===== src/rtl/primus_core_pkg.sv =====
// Shared types and encodings for the primus core memory/writeback path.
// Latency: n/a (declarations only).
// Backpressure: n/a.
package primus_core_pkg;

  typedef enum logic [1:0] {
    MEM_NONE,
    MEM_LOAD,
    MEM_STORE
  } mem_op_e;

  // RV32I funct3 encodings for loads and stores
  localparam logic [2:0] F3_LB  = 3'b000;
  localparam logic [2:0] F3_LH  = 3'b001;
  localparam logic [2:0] F3_LW  = 3'b010;
  localparam logic [2:0] F3_LBU = 3'b100;
  localparam logic [2:0] F3_LHU = 3'b101;
  localparam logic [2:0] F3_SB  = 3'b000;
  localparam logic [2:0] F3_SH  = 3'b001;
  localparam logic [2:0] F3_SW  = 3'b010;

  typedef enum logic [1:0] {
    IDLE,
    REQ,
    WAIT
  } lsu_state_e;

  typedef enum logic [1:0] {
    SZ_BYTE,
    SZ_HALF,
    SZ_WORD
  } acc_size_e;

  // Access size from funct3; any encoding not defined for the op is a word.
  function automatic acc_size_e decode_size(input logic is_store, input logic [2:0] funct3);
    acc_size_e sz;
    sz = SZ_WORD;
    if (funct3 == F3_LB) begin
      sz = SZ_BYTE;             // SB shares this encoding
    end else if (funct3 == F3_LH) begin
      sz = SZ_HALF;             // SH shares this encoding
    end else if (!is_store && funct3 == F3_LBU) begin
      sz = SZ_BYTE;
    end else if (!is_store && funct3 == F3_LHU) begin
      sz = SZ_HALF;
    end
    return sz;
  endfunction

endpackage


===== src/rtl/lsu_align.sv =====
// Byte-lane steering for stores, load extraction/sign-extension, misalignment detect.
// Latency: purely combinational.
// Backpressure: none; stateless.
module lsu_align
  import primus_core_pkg::*;
(
  input  logic [1:0]  addr_lo,
  input  logic        is_store,
  input  logic [2:0]  funct3,
  input  logic [31:0] rs2,
  input  logic [31:0] rdata,
  output logic [3:0]  be,
  output logic [31:0] wdata,
  output logic [31:0] load_data,
  output logic        misaligned
);

  acc_size_e   size;
  logic        is_signed;
  logic [31:0] shifted;

  // Decode size, steer store lanes and pull the addressed bytes down to bit 0
  always_comb begin
    size       = decode_size(is_store, funct3);
    is_signed  = !is_store && (funct3 == F3_LB || funct3 == F3_LH);
    shifted    = rdata >> {addr_lo, 3'b000};
    be         = 4'hF;
    wdata      = rs2;
    load_data  = shifted;
    misaligned = 1'b0;
    case (size)
      SZ_BYTE: begin
        be        = 4'b0001 << addr_lo;
        wdata     = {4{rs2[7:0]}};
        load_data = is_signed ? {{24{shifted[7]}}, shifted[7:0]} : {24'b0, shifted[7:0]};
      end
      SZ_HALF: begin
        be         = 4'b0011 << addr_lo;
        wdata      = {2{rs2[15:0]}};
        load_data  = is_signed ? {{16{shifted[15]}}, shifted[15:0]} : {16'b0, shifted[15:0]};
        misaligned = addr_lo[0];
      end
      default: begin
        misaligned = (addr_lo != 2'b00);
      end
    endcase
  end

endmodule


===== src/rtl/mem_wb_stage.sv =====
// Memory access + register-file writeback stage: issues dmem req/gnt/rvalid, writes rd.
// Latency: ALU result writes back 1 cycle after accept; loads 1 cycle after rvalid.
// Backpressure: ex_ready_o low while a memory op is in flight and during a load's writeback cycle.
module mem_wb_stage
  import primus_core_pkg::*;
#(
  parameter int XLEN       = 32,
  parameter int REG_ADDR_W = 5
) (
  input  logic                  clk_i,
  input  logic                  rst_i,
  input  logic                  ex_valid_i,
  output logic                  ex_ready_o,
  input  logic [XLEN-1:0]       ex_alu_res_i,
  input  logic [XLEN-1:0]       ex_rs2_i,
  input  logic [REG_ADDR_W-1:0] ex_rd_i,
  input  logic                  ex_wb_en_i,
  input  mem_op_e               ex_mem_op_i,
  input  logic [2:0]            ex_funct3_i,
  output logic                  dmem_req_o,
  input  logic                  dmem_gnt_i,
  output logic                  dmem_we_o,
  output logic [XLEN-1:0]       dmem_addr_o,
  output logic [3:0]            dmem_be_o,
  output logic [XLEN-1:0]       dmem_wdata_o,
  input  logic                  dmem_rvalid_i,
  input  logic [XLEN-1:0]       dmem_rdata_i,
  output logic                  wb_w_en_o,
  output logic [REG_ADDR_W-1:0] wb_w_addr_o,
  output logic [XLEN-1:0]       wb_w_data_o,
  output logic                  misalign_o
);

  lsu_state_e            state;
  logic [1:0]            pend_lo;
  logic [2:0]            pend_f3;
  logic [REG_ADDR_W-1:0] pend_rd;
  logic                  pend_wb;

  logic                  accept;
  logic                  wb_ok;
  logic                  is_mem;
  logic                  sel_store;
  logic [1:0]            sel_lo;
  logic [2:0]            sel_f3;
  logic [3:0]            al_be;
  logic [XLEN-1:0]       al_wdata;
  logic [XLEN-1:0]       al_load_data;
  logic                  al_misaligned;

  // In IDLE the aligner looks at the incoming EX op; once a load is in
  // flight it looks at the latched offset/funct3 to extract rdata.
  always_comb begin
    accept    = ex_valid_i && ex_ready_o;
    wb_ok     = ex_wb_en_i && (ex_rd_i != '0);
    is_mem    = (ex_mem_op_i == MEM_LOAD) || (ex_mem_op_i == MEM_STORE);
    sel_store = (state == IDLE) ? (ex_mem_op_i == MEM_STORE) : dmem_we_o;
    sel_lo    = (state == IDLE) ? ex_alu_res_i[1:0] : pend_lo;
    sel_f3    = (state == IDLE) ? ex_funct3_i : pend_f3;
  end

  lsu_align u_align (
    .addr_lo    (sel_lo),
    .is_store   (sel_store),
    .funct3     (sel_f3),
    .rs2        (ex_rs2_i),
    .rdata      (dmem_rdata_i),
    .be         (al_be),
    .wdata      (al_wdata),
    .load_data  (al_load_data),
    .misaligned (al_misaligned)
  );

  // LSU FSM with registered request, handshake and writeback outputs
  always_ff @(posedge clk_i) begin
    if (rst_i) begin
      state        <= IDLE;
      ex_ready_o   <= 1'b1;
      dmem_req_o   <= 1'b0;
      dmem_we_o    <= 1'b0;
      dmem_addr_o  <= '0;
      dmem_be_o    <= '0;
      dmem_wdata_o <= '0;
      wb_w_en_o    <= 1'b0;
      wb_w_addr_o  <= '0;
      wb_w_data_o  <= '0;
      misalign_o   <= 1'b0;
      pend_lo      <= '0;
      pend_f3      <= '0;
      pend_rd      <= '0;
      pend_wb      <= 1'b0;
    end else begin
      wb_w_en_o  <= 1'b0;
      misalign_o <= 1'b0;
      case (state)
        IDLE: begin
          // also re-opens the input after a load's writeback cycle
          ex_ready_o <= 1'b1;
          if (accept) begin
            if (is_mem) begin
              if (al_misaligned) begin
                misalign_o <= 1'b1;
              end else begin
                state        <= REQ;
                ex_ready_o   <= 1'b0;
                dmem_req_o   <= 1'b1;
                dmem_we_o    <= (ex_mem_op_i == MEM_STORE);
                dmem_addr_o  <= {ex_alu_res_i[XLEN-1:2], 2'b00};
                dmem_be_o    <= al_be;
                dmem_wdata_o <= al_wdata;
                pend_lo      <= ex_alu_res_i[1:0];
                pend_f3      <= ex_funct3_i;
                pend_rd      <= ex_rd_i;
                pend_wb      <= wb_ok;
              end
            end else begin
              wb_w_en_o   <= wb_ok;
              wb_w_addr_o <= ex_rd_i;
              wb_w_data_o <= ex_alu_res_i;
            end
          end
        end
        REQ: begin
          if (dmem_gnt_i) begin
            dmem_req_o <= 1'b0;
            if (dmem_we_o) begin
              state      <= IDLE;
              ex_ready_o <= 1'b1;
            end else begin
              state <= WAIT;
            end
          end
        end
        WAIT: begin
          // ex_ready_o stays low through the writeback cycle that follows
          if (dmem_rvalid_i) begin
            state       <= IDLE;
            wb_w_en_o   <= pend_wb;
            wb_w_addr_o <= pend_rd;
            wb_w_data_o <= al_load_data;
          end
        end
        default: begin
          state <= IDLE;
        end
      endcase
    end
  end

endmodule

===== config.mk =====
export PLATFORM = sky130hd
export DESIGN_NAME = mem_wb_stage
export DESIGN_NICKNAME = d
export VERILOG_FILES = /design/src/rtl/primus_core_pkg.sv /design/src/rtl/lsu_align.sv /design/src/rtl/mem_wb_stage.sv
export SDC_FILE = /design/constraint.sdc
export NUM_CORES = 1
export LEC_CHECK = 0
export BUFFER_PORTS_ARGS = -buffer_cell sky130_fd_sc_hd__clkbuf_2
export CORE_AREA = 2 2 118 120
export CTS_CLUSTER_DIAMETER = 120
export DETAILED_ROUTE_END_ITERATION = 10
export DIE_AREA = 0 0 120 122
export PLACE_DENSITY_LB_ADDON = 0.2
export RECOVER_POWER = 25
export SYNTH_ARGS = -nofsm -noshare
export SYNTH_HDL_FRONTEND = slang
export SYNTH_HIERARCHICAL = 1
export SYNTH_SLANG_ARGS = --single-unit

===== constraint.sdc =====
create_clock -name clk_i -period 3.85 [get_ports clk_i]
set_input_delay 0.385 -clock clk_i [delete_from_list [all_inputs] [get_ports clk_i]]
set_output_delay 0.385 -clock clk_i [all_outputs]
set_load 0.01 [all_outputs]

==> impl_metrics.env, run 1 <==
export IMPL_ctsHoldBuffers=0
export IMPL_synth_mux_area_share_pct=12.72
export IMPL_vias=6751
export IMPL_synthSimpleGateAreaFrac_pct=12.13
export IMPL_grt_pass1_wl_microns=33330
export IMPL_cts_tree="done"
export IMPL_ys_seq_area_share_pct=36.28
export IMPL_final_nets=1071
export IMPL_numCtsBuffers=17
export IMPL_place_gp_congestion=0.8620
export IMPL_worstRegToRegCells=9
export IMPL_cp_slowest_cell="or2_2"
export IMPL_setup_tns_ns=0
export IMPL_avgSynthCellArea_sq_um=8.304
export IMPL_async_reset_ff_share_pct=0
export IMPL_cts_max_path_buffers=2
export IMPL_htreeDepth=4
export IMPL_postCtsSetupBuffers=0
export IMPL_worstPathCellList="nor2_1, mux2_2, a21oi_1, buf_4, o21ai_0, or2_2, buf_4, nor2_1, o32ai_2"
export IMPL_rows=43
export IMPL_die_y_microns=122
export IMPL_synth_compound_area_share_pct=28.05
export IMPL_arrival_ns=3.46
export IMPL_synthXorXnorAreaFrac_pct=0.1312
export IMPL_placed_cells=1119
export IMPL_r2r_start="state[1]$_SDFFE_PP0P_"
export IMPL_ctsResizeCount=0
export IMPL_seqPwrFrac_pct=37.3
export IMPL_swShare_pct=30.41
export IMPL_rsz0062_at_grt="no"
export IMPL_post_dp_hpwl_microns=14880
export IMPL_crit_type="reg -> reg"
export IMPL_synth_top_family_by_area="compound AO/OA/AOI/OAI gates"
export IMPL_critical_path_max_stage_delay_ns=0.64
export IMPL_first_iter_violations=498
export IMPL_clock_fmax_mhz=313.6
export IMPL_switching_power_mw=1.133
export IMPL_r2r_setup_slack_ns=0.66
export IMPL_worstHoldStart="ex_alu_res_i[25]"
export IMPL_status="completed"
export IMPL_grt_max_degree=88
export IMPL_finalInstanceArea_sq_um=8134
export IMPL_drtPass1Iterations=5
export IMPL_setup_viol=0
export IMPL_drcViolationCount=0
export IMPL_io_buffers=219
export IMPL_synth_fa_ha_area_share_pct=0.1874
export IMPL_hold_path_end="dmem_addr_o[25]$_SDFFE_PP0P_"
export IMPL_intPower_mw=2.592
export IMPL_fin_crit_sh_pct=82.82
export IMPL_detail_route_antenna_nets=0
export IMPL_p_per_area_nw_per_um2=458.0
export IMPL_ys_ff_latch=121
export IMPL_antenna_found_initial=2
export IMPL_overflow=0
export IMPL_synth_distinct_cells=44
export IMPL_period_needed_ns=3.188
export IMPL_wirelength_microns=21650
export IMPL_syn2layout_area_growth_pct=21.83
export IMPL_p_leak_nw=3.175
export IMPL_synth_cells=804
export IMPL_worst_r2r_endpoint="pend_wb$_SDFFE_PP0P_"
export IMPL_drv_cap=0
export IMPL_drive_above_1_share_pct=28.97
export IMPL_end_kind="flop"
export IMPL_insertion_delay_ns=0.42
export IMPL_top_level_ports=222
export IMPL_final_cell_mix="161 x clkbuf_2, 120 x dfxtp_1, 100 x o21ai_0"
export IMPL_crit_path_start="state[1]$_SDFFE_PP0P_"
export IMPL_coreArea_sq_um=13500
export IMPL_track_usage_pct=29.01
export IMPL_viasPerCell=5.860
export IMPL_relSlewSlack_pct=38.16
export IMPL_wl_per_cell_microns=18.80
export IMPL_yosysWarnings=6
export IMPL_hold_class="in -> reg"
export IMPL_cts_sinks=121
export IMPL_synth_cell_area_sq_um=6676
export IMPL_finalHoldViolCount=0
export IMPL_clock_power_share_pct=40.7
export IMPL_placed_area_sq_um=7642
export IMPL_fp_dieW_microns=120
export IMPL_skew_ns=0.008217
export IMPL_synth_edf_count=0
export IMPL_start_util_pct=49.44
export IMPL_final_common_cell="clkbuf_2"
export IMPL_hold_ws_ns=0.2200
export IMPL_p_comb_share_pct=22.0
export IMPL_ir_drop_mv=0.2923
export IMPL_cp_max_fo=42
export IMPL_cts_root_buffer_cell="clkbuf_16"
export IMPL_final_cells=1152
export IMPL_whs_path_depth=3
export IMPL_design_die_area_sq_um=14640
export IMPL_synth_ff_type="dfxtp_1"
export IMPL_cp_start_kind="flop"
export IMPL_clkTransAtPathRegs_ns=0.06
export IMPL_crit_required_ns=4.12
export IMPL_worstMarginPinSlew_ns=0.9275
export IMPL_drv_slew=0
export IMPL_grt_pass1_vias=6192
==> worst max-delay path: cells and delay by family (launching register included) <==
family | cells | cell delay (ns)
and+or+nand+nor | 3 | 1.23
buffers and inverters | 2 | 0.61
AOI/OAI and AO/OA | 3 | 0.47
muxes | 1 | 0.41
DFF | 1 | 0.31
==> state kept, by name, summed over array words and instances, names as in the netlist <==
name	cells
dmem_addr_o	30
dmem_be_o	4
dmem_req_o	1
dmem_wdata_o	32
dmem_we_o	1
ex_ready_o	1
misalign_o	1
pend_f3	3
pend_lo	2
pend_rd	5
pend_wb	1
state	2
wb_w_addr_o	5
wb_w_data_o	32
wb_w_en_o	1
==> synthesized netlist by cell type, drive strengths merged (2+ instances only) <==
| cell type | n | share of area [%] |
|---|---|---|
| a21oi | 87 | 6.5 |
| o21ai | 100 | 7.5 |
| clkbuf | 50 | 2.8 |
| a211oi | 82 | 9.2 |
| mux2i | 23 | 3.4 |
| dfxtp | 121 | 36 |
| buf | 53 | 5.4 |
| a2bb2oi | 8 | 1.0 |
| nand2b | 3 | 0.28 |
| or3 | 9 | 0.84 |
| a21o | 2 | 0.22 |
| inv | 40 | 2.2 |
| nand4b | 2 | 0.26 |
| nand2 | 33 | 1.9 |
| o211ai | 17 | 2.7 |
| nor2b | 8 | 0.75 |
| mux2 | 53 | 8.9 |
| nor2 | 8 | 0.45 |
| nand3 | 86 | 6.4 |
==> stage by stage <==
step	setup WS (ns)	power (mW)	util, %
finish	0.6616	3.725	60.23
global route	0.4202	3.874	60.23
CTS	0.6695	3.736	60.72
detailed placement	0.7040	2.233	56.59
global placement	0.7433	2.228	56.59
floorplan	0.8078	1.954	-
==> cell families (layout without fill, tap and decap cells) <==
kind of cell,after synthesis,in the layout
AOI/OAI and AO/OA,302,302
xor gates and xnor gates,1,1
adders and majority gates,1,1
buffers and inverters,143,308
DFF,121,121
muxes,77,77
other,1,4
and+or+nand+nor,158,158
==> area by class of cell <==
cell class,count,area (sq um)
antenna,2,5.005
fill,1242,5370
clock inverter,8,70.07
timing repair buffer,237,1187
tap,180,225.2
clock buffer,23,488.0
multi-input combinational,541,3585
sequential,121,2424
inverter,40,150.1
==> worst max-delay path by stage <==
| stage | slack, ns | cells past startpoint | to |
|---|---|---|---|
| 2_1_floorplan | 0.81 | 15 | pend_wb$_SDFFE_PP0P_ |
| 6_report | 0.66 | 9 | pend_wb$_SDFFE_PP0P_ |
| 3_3_place_gp | 0.74 | 9 | wb_w_data_o[23]$_SDFFE_PP0P_ |
| 4_1_cts | 0.67 | 9 | wb_w_data_o[23]$_SDFFE_PP0P_ |
| 3_5_place_dp | 0.70 | 9 | wb_w_data_o[23]$_SDFFE_PP0P_ |
| 5_1_grt | 0.42 | 8 | dmem_addr_o[17]$_SDFFE_PP0P_ |
==> power groups by stage <==
stage / Combinational (mW) / Sequential (mW) / Clock (mW)
after floorplan: 0.510 / 1.44 / 0
after global placement: 0.813 / 1.41 / 0
after detailed placement: 0.818 / 1.42 / 0
after CTS: 0.822 / 1.39 / 1.52
after global routing: 0.891 / 1.40 / 1.58
final: 0.820 / 1.39 / 1.52
==> per-layer routing <==
layer,up-vias,GRT usage [%],part of all wire (%)
met5,-,0,0
met3,47,6.554,6.7
met4,0,13.60,3.2
met1,3194,38.29,44
li1,3214,-,-
met2,296,45.10,46
(Power assumes the default switching activity.)
==> inputs of run 2 (changes only) <==
==> constraint.sdc (replaced) <==
create_clock -name clk_i -period 3 [get_ports clk_i]
set_input_delay 0.3 -clock clk_i [delete_from_list [all_inputs] [get_ports clk_i]]
set_output_delay 0.3 -clock clk_i [all_outputs]
set_load 0.01 [all_outputs]
==> run 2 against run 1 <==
Against the previous run: first-iteration DRC count up 34%; via count up 0.22%; clock skew down 0.0025 ns; total power increased by 25%; maximum frequency grew 9.4%; global-route usage is 0.11 points higher; setup slack lost 0.58 ns; critical path type unchanged; largest cell class unchanged; highest routed layer unchanged.
==> impl_metrics.env, run 2 (synthesis results as in run 1) <==
export IMPL_period_needed_ns=2.915
export IMPL_clock_power_share_pct=38.9
export IMPL_io_buffers=219
export IMPL_antenna_found_initial=1
export IMPL_skew_ns=0.005765
export IMPL_grt_pass1_vias=6261
export IMPL_worstRegToRegCells=8
export IMPL_clock_fmax_mhz=343.1
export IMPL_intPower_mw=3.237
export IMPL_ctsResizeCount=0
export IMPL_crit_required_ns=3.31
export IMPL_final_common_cell="clkbuf_2"
export IMPL_met3_usage_pct=7.865
export IMPL_arrival_ns=3.23
export IMPL_met1_usage_pct=36.78
export IMPL_switching_power_mw=1.417
export IMPL_die_y_microns=122
export IMPL_start_util_pct=49.44
export IMPL_postCtsSetupBuffers=0
export IMPL_drv_cap=0
export IMPL_relSlewSlack_pct=41.88
export IMPL_swShare_pct=30.44
export IMPL_fp_dieW_microns=120
export IMPL_power_mw=4.654
export IMPL_insertion_delay_ns=0.41
export IMPL_viasPerCell=5.858
export IMPL_setup_tns_ns=0
export IMPL_cp_start_kind="flop"
export IMPL_cts_tree="done"
export IMPL_cts_max_path_buffers=2
export IMPL_drv_slew=0
export IMPL_rsz0062_at_grt="no"
export IMPL_vias=6766
export IMPL_setup_viol=0
export IMPL_post_dp_hpwl_microns=15030
export IMPL_hold_class="in -> reg"
export IMPL_grt_max_degree=82
export IMPL_r2r_setup_slack_ns=0.09
export IMPL_worst_r2r_endpoint="wb_w_data_o[19]$_SDFFE_PP0P_"
export IMPL_clkTransAtPathRegs_ns=0.05
export IMPL_endpoint="wb_w_data_o[19]$_SDFFE_PP0P_"
export IMPL_overflow=0
export IMPL_first_iter_violations=669
export IMPL_coreArea_sq_um=13500
export IMPL_fin_crit_sh_pct=97.16
export IMPL_numCtsBuffers=17
export IMPL_seqPwrFrac_pct=38.4
export IMPL_final_cell_mix="161 x clkbuf_2, 120 x dfxtp_1, 100 x o21ai_0"
export IMPL_finalWorstSetupSlack_ns=0.08527
export IMPL_cts_root_buffer_cell="clkbuf_16"
export IMPL_drtPass1Iterations=5
export IMPL_worstMarginPinSlew_ns=0.8718
export IMPL_p_comb_share_pct=22.7
export IMPL_place_gp_congestion=0.8582
export IMPL_grt_busiest_layer="met2"
export IMPL_diodes=0
export IMPL_worstHoldStart="ex_funct3_i[2]"
export IMPL_wirelength_microns=21840
export IMPL_worstPathCellList="nor2_2, mux2_2, or3_1, or3_2, o211ai_1, mux2_2, a211oi_1, a211oi_1"
export IMPL_use_met2_pct=48.58
export IMPL_place_ws_ns=0.1056
export IMPL_end_kind="flop"
export IMPL_critical_path_max_stage_delay_ns=0.73
export IMPL_crit_path_start="state[1]$_SDFFE_PP0P_"
export IMPL_p_per_area_nw_per_um2=573.1
export IMPL_grt_pass1_wl_microns=33420
export IMPL_ctsHoldBuffers=0
export IMPL_ir_drop_mv=0.3571
export IMPL_p_leak_nw=3.190
export IMPL_htreeDepth=4
export IMPL_wl_per_cell_microns=18.91
export IMPL_cp_slowest_cell="or3_2"
export IMPL_syn2layout_area_growth_pct=21.65
export IMPL_reg_largest_list="dmem_wdata_o x32, wb_w_data_o x32, dmem_addr_o x30"
export IMPL_final_nets=1079
export IMPL_status="completed"
export IMPL_drcViolationCount=0
export IMPL_finalHoldViolCount=0
export IMPL_hold_ws_ns=0.1384
export IMPL_detail_route_antenna_nets=0
export IMPL_top_level_ports=222
export IMPL_design_die_area_sq_um=14640
export IMPL_r2r_start="state[1]$_SDFFE_PP0P_"
export IMPL_rows=43
export IMPL_drive_above_1_share_pct=29.44
export IMPL_crit_type="reg -> reg"
export IMPL_cp_max_fo=16
export IMPL_track_usage_pct=29.13
export IMPL_cts_sinks=121
==> run 2: cell types whose count changed in the layout (fill, tap and decap cells not counted), sizes merged <==
cell | before | now
clkbuf | 241 | 242
clkinvlp | 2 | 0
diode | 2 | 0
buf | 19 | 27
clkinv | 5 | 4
bufinv | 1 | 0
==> run 2: worst min path at each step <==
| stage | depth (start not counted) | end | slack, ns |
|---|---|---|---|
| finish | 3 | pend_f3[2]$_SDFFE_PP0P_ | 0.14 |
| global route | 3 | dmem_addr_o[7]$_SDFFE_PP0P_ | 0.13 |
| CTS | 3 | dmem_addr_o[8]$_SDFFE_PP0P_ | 0.11 |
| detailed placement | 2 | wb_w_addr_o[1]$_SDFFE_PP0P_ | 0.45 |
| global placement | 2 | wb_w_data_o[12]$_SDFFE_PP0P_ | 0.44 |
| floorplan | 2 | dmem_addr_o[10]$_SDFFE_PP0P_ | 0.45 |
==> run 2: routing by layer <==
metal	share of wire, %	vias up
met2	48	325
li1	-	3227
met5	0	-
met3	8.4	35
met1	41	3179
met4	2.0	0
==> run 2: critical path, delay by kind of cell, from the launching register on <==
family	cells	cell delay, ns
multiplexers	2	0.56
flip-flops	1	0.32
AO/OA/AOI/OAI	3	0.50
AND/OR/NAND/NOR	3	1.41
==> run 2: metrics by stage <==
step	cells	area (sq um)	utilization [%]
floorplan	805	6683	-
global placement	1127	7680	56.87
detailed placement	1127	7680	56.87
CTS	1155	8192	60.66
global route	1155	8122	60.14
finish	1155	8122	60.14
==> run 2: power by group through the flow <==
stage	clock, mW	sequential [mW]	combinational (mW)
CTS	1.84	1.79	1.06
global placement	0	1.82	1.05
floorplan	0	1.85	0.654
detailed placement	0	1.82	1.05
global route	1.91	1.80	1.14
finish	1.81	1.79	1.06
==> run 2: final cells by class <==
type / count / area (sq um)
Clock buffer: 24 / 491.7
Clock inverter: 4 / 20.02
Fill cell: 1303 / 5383
Inverter: 40 / 150.1
Multi-Input combinational cell: 541 / 3588
Sequential cell: 121 / 2424
Tap cell: 180 / 225.2
Timing Repair Buffer: 245 / 1222
==> inputs of run 3 (changes only) <==
==> constraint.sdc (replaced) <==
create_clock -name clk_i -period 3 [get_ports clk_i]
set_input_delay 0.15 -clock clk_i [delete_from_list [all_inputs] [get_ports clk_i]]
set_output_delay 0.15 -clock clk_i [all_outputs]
set_load 0.01 [all_outputs]
==> run 3 against run 2 <==
Against the previous run: final cell count is 2.8% higher; via count is 1.8% higher; critical path depth is 1 higher; setup slack better by 0.17 ns; global-route usage is 0.36 points higher; sequential share of layout area is 1.2 points lower; maximum frequency is 6.0% higher; non-clock buffer count is 31 higher; sequential power hardly changed; design area is 4.3% higher; critical endpoint is now wb_w_data_o[24]$_SDFFE_PP0P_; largest cell class unchanged.
==> impl_metrics.env, run 3 (synthesis results as in run 1) <==
export IMPL_vias=6886
export IMPL_grt_pass1_wl_microns=33960
export IMPL_crit_required_ns=3.33
export IMPL_detail_route_antenna_nets=0
export IMPL_clock_fmax_mhz=363.7
export IMPL_drcViolationCount=0
export IMPL_top_layer_used="met4"
export IMPL_diodes=0
export IMPL_setup_tns_ns=0
export IMPL_final_cell_mix="161 x clkbuf_2, 120 x dfxtp_1, 100 x o21ai_0"
export IMPL_placed_area_sq_um=7692
export IMPL_hold_ws_ns=0.01103
export IMPL_hold_class="in -> reg"
export IMPL_design_die_area_sq_um=14640
export IMPL_p_leak_nw=3.332
export IMPL_setup_viol=0
export IMPL_cts_max_path_buffers=2
export IMPL_fillCellCount=1268
export IMPL_ir_drop_mv=0.3355
export IMPL_cts_tree="done"
export IMPL_status="completed"
export IMPL_final_cells=1187
export IMPL_wl_met1_microns=9558
export IMPL_cts_root_buffer_cell="clkbuf_16"
export IMPL_dr_wl_met3_microns=1563
export IMPL_drive_above_1_share_pct=28.60
export IMPL_p_per_area_nw_per_um2=556.6
export IMPL_wl_per_cell_microns=18.70
export IMPL_grt_max_degree=57
export IMPL_drv_cap=0
export IMPL_coreArea_sq_um=13500
export IMPL_drtPass1Iterations=5
export IMPL_r2r_setup_slack_ns=0.25
export IMPL_postCtsSetupBuffers=0
export IMPL_grt_pass1_vias=6277
export IMPL_insertion_delay_ns=0.41
export IMPL_io_buffers=219
export IMPL_rsz0062_at_grt="no"
export IMPL_syn2layout_area_growth_pct=26.82
export IMPL_top_level_ports=222
export IMPL_finalHoldViolCount=0
export IMPL_post_dp_hpwl_microns=15080
export IMPL_cp_num_buf_inv=1
export IMPL_clkTransAtPathRegs_ns=0.05
export IMPL_numCtsBuffers=17
export IMPL_worstMarginPinSlew_ns=0.5936
export IMPL_fp_dieW_microns=120
export IMPL_dr_wl_met2_microns=10370
export IMPL_relSlewSlack_pct=60.28
export IMPL_wirelength_microns=22200
export IMPL_fin_crit_sh_pct=91.65
export IMPL_crit_family="simple AND/OR/NAND/NOR gates"
export IMPL_die_y_microns=122
export IMPL_arrival_ns=3.08
export IMPL_finalWorstSetupSlack_ns=0.2505
export IMPL_worstPathCellList="nor2_2, mux2_2, buf_4, nor2_1, nand3_1, o211ai_2, mux2_2, a211oi_1, a211oi_1"
export IMPL_start_util_pct=49.44
export IMPL_placed_cells=1127
export IMPL_viasPerCell=5.801
export IMPL_period_needed_ns=2.749
export IMPL_htreeDepth=4
export IMPL_track_usage_pct=29.48
export IMPL_place_gp_congestion=0.8916
export IMPL_skew_ns=0.003605
export IMPL_final_common_cell="clkbuf_2"
export IMPL_crit_type="reg -> reg"
export IMPL_reg_largest_list="dmem_wdata_o x32, wb_w_data_o x32, dmem_addr_o x30"
export IMPL_cp_slowest_cell="mux2_2"
export IMPL_drv_slew=0
export IMPL_utilization_pct=62.70
export IMPL_power_mw=4.713
export IMPL_cp_max_fo=21
export IMPL_antenna_found_initial=0
export IMPL_critical_path_max_stage_delay_ns=0.50
export IMPL_cts_sinks=121
export IMPL_overflow=0
export IMPL_first_iter_violations=733
export IMPL_end_kind="flop"
export IMPL_finalInstanceArea_sq_um=8467
export IMPL_cp_start_kind="flop"
export IMPL_rows=43
export IMPL_final_nets=1110
export IMPL_place_ws_ns=0.1273
[run 3: final timing paths]
path | from | end | cells after the start
min | ex_rd_i[3] | pend_rd[3]$_SDFFE_PP0P_ | 3
max reg2reg | state[1]$_SDFFE_PP0P_ | wb_w_data_o[24]$_SDFFE_PP0P_ | 9
max | state[1]$_SDFFE_PP0P_ | wb_w_data_o[24]$_SDFFE_PP0P_ | 9
min reg2reg | wb_w_data_o[5]$_SDFFE_PP0P_ | wb_w_data_o[5]$_SDFFE_PP0P_ | 2
[run 3: cell type report]
type	count	area, sq um	share of cell area, %
Clock buffer	26	509.2	6.014
Clock inverter	3	15.01	0.1773
Inverter	40	150.1	1.773
Multi-Input combinational cell	541	3595	42.46
Sequential cell	121	2424	28.62
Tap cell	180	225.2	2.660
Timing Repair Buffer	276	1549	18.29
[run 3: what timing repair did]
| action | in CTS | in global routing |
|---|---|---|
| resized for setup | 0 | 4 |
| hold buffers | 31 | 0 |
| setup endpoints to repair | 0 | 10 |
| hold endpoints to repair | 31 | 0 |
[run 3: power by group]
| part | total (mW) | leakage [nW] | switching, mW | internal [mW] |
|---|---|---|---|---|
| Clock | 1.83 | 0.262 | 0.683 | 1.15 |
| Sequential | 1.79 | 0.987 | 0.0618 | 1.72 |
| Combinational | 1.10 | 2.08 | 0.670 | 0.429 |
[run 3: worst reg2reg max path, stage by stage, from the launching register on]
cell	delay, ns
dfxtp_2	0.32
nor2_2	0.27
mux2_2	0.50
buf_4	0.26
nor2_1	0.50
nand3_1	0.27
o211ai_2	0.12
mux2_2	0.16
a211oi_1	0.05
a211oi_1	0.22
[run 3: layer usage]
metal	global-route usage, %	vias to the layer above
met5	0	-
met4	12.94	0
met3	5.665	50
met2	47.19	293
met1	38.74	3245
li1	-	3298
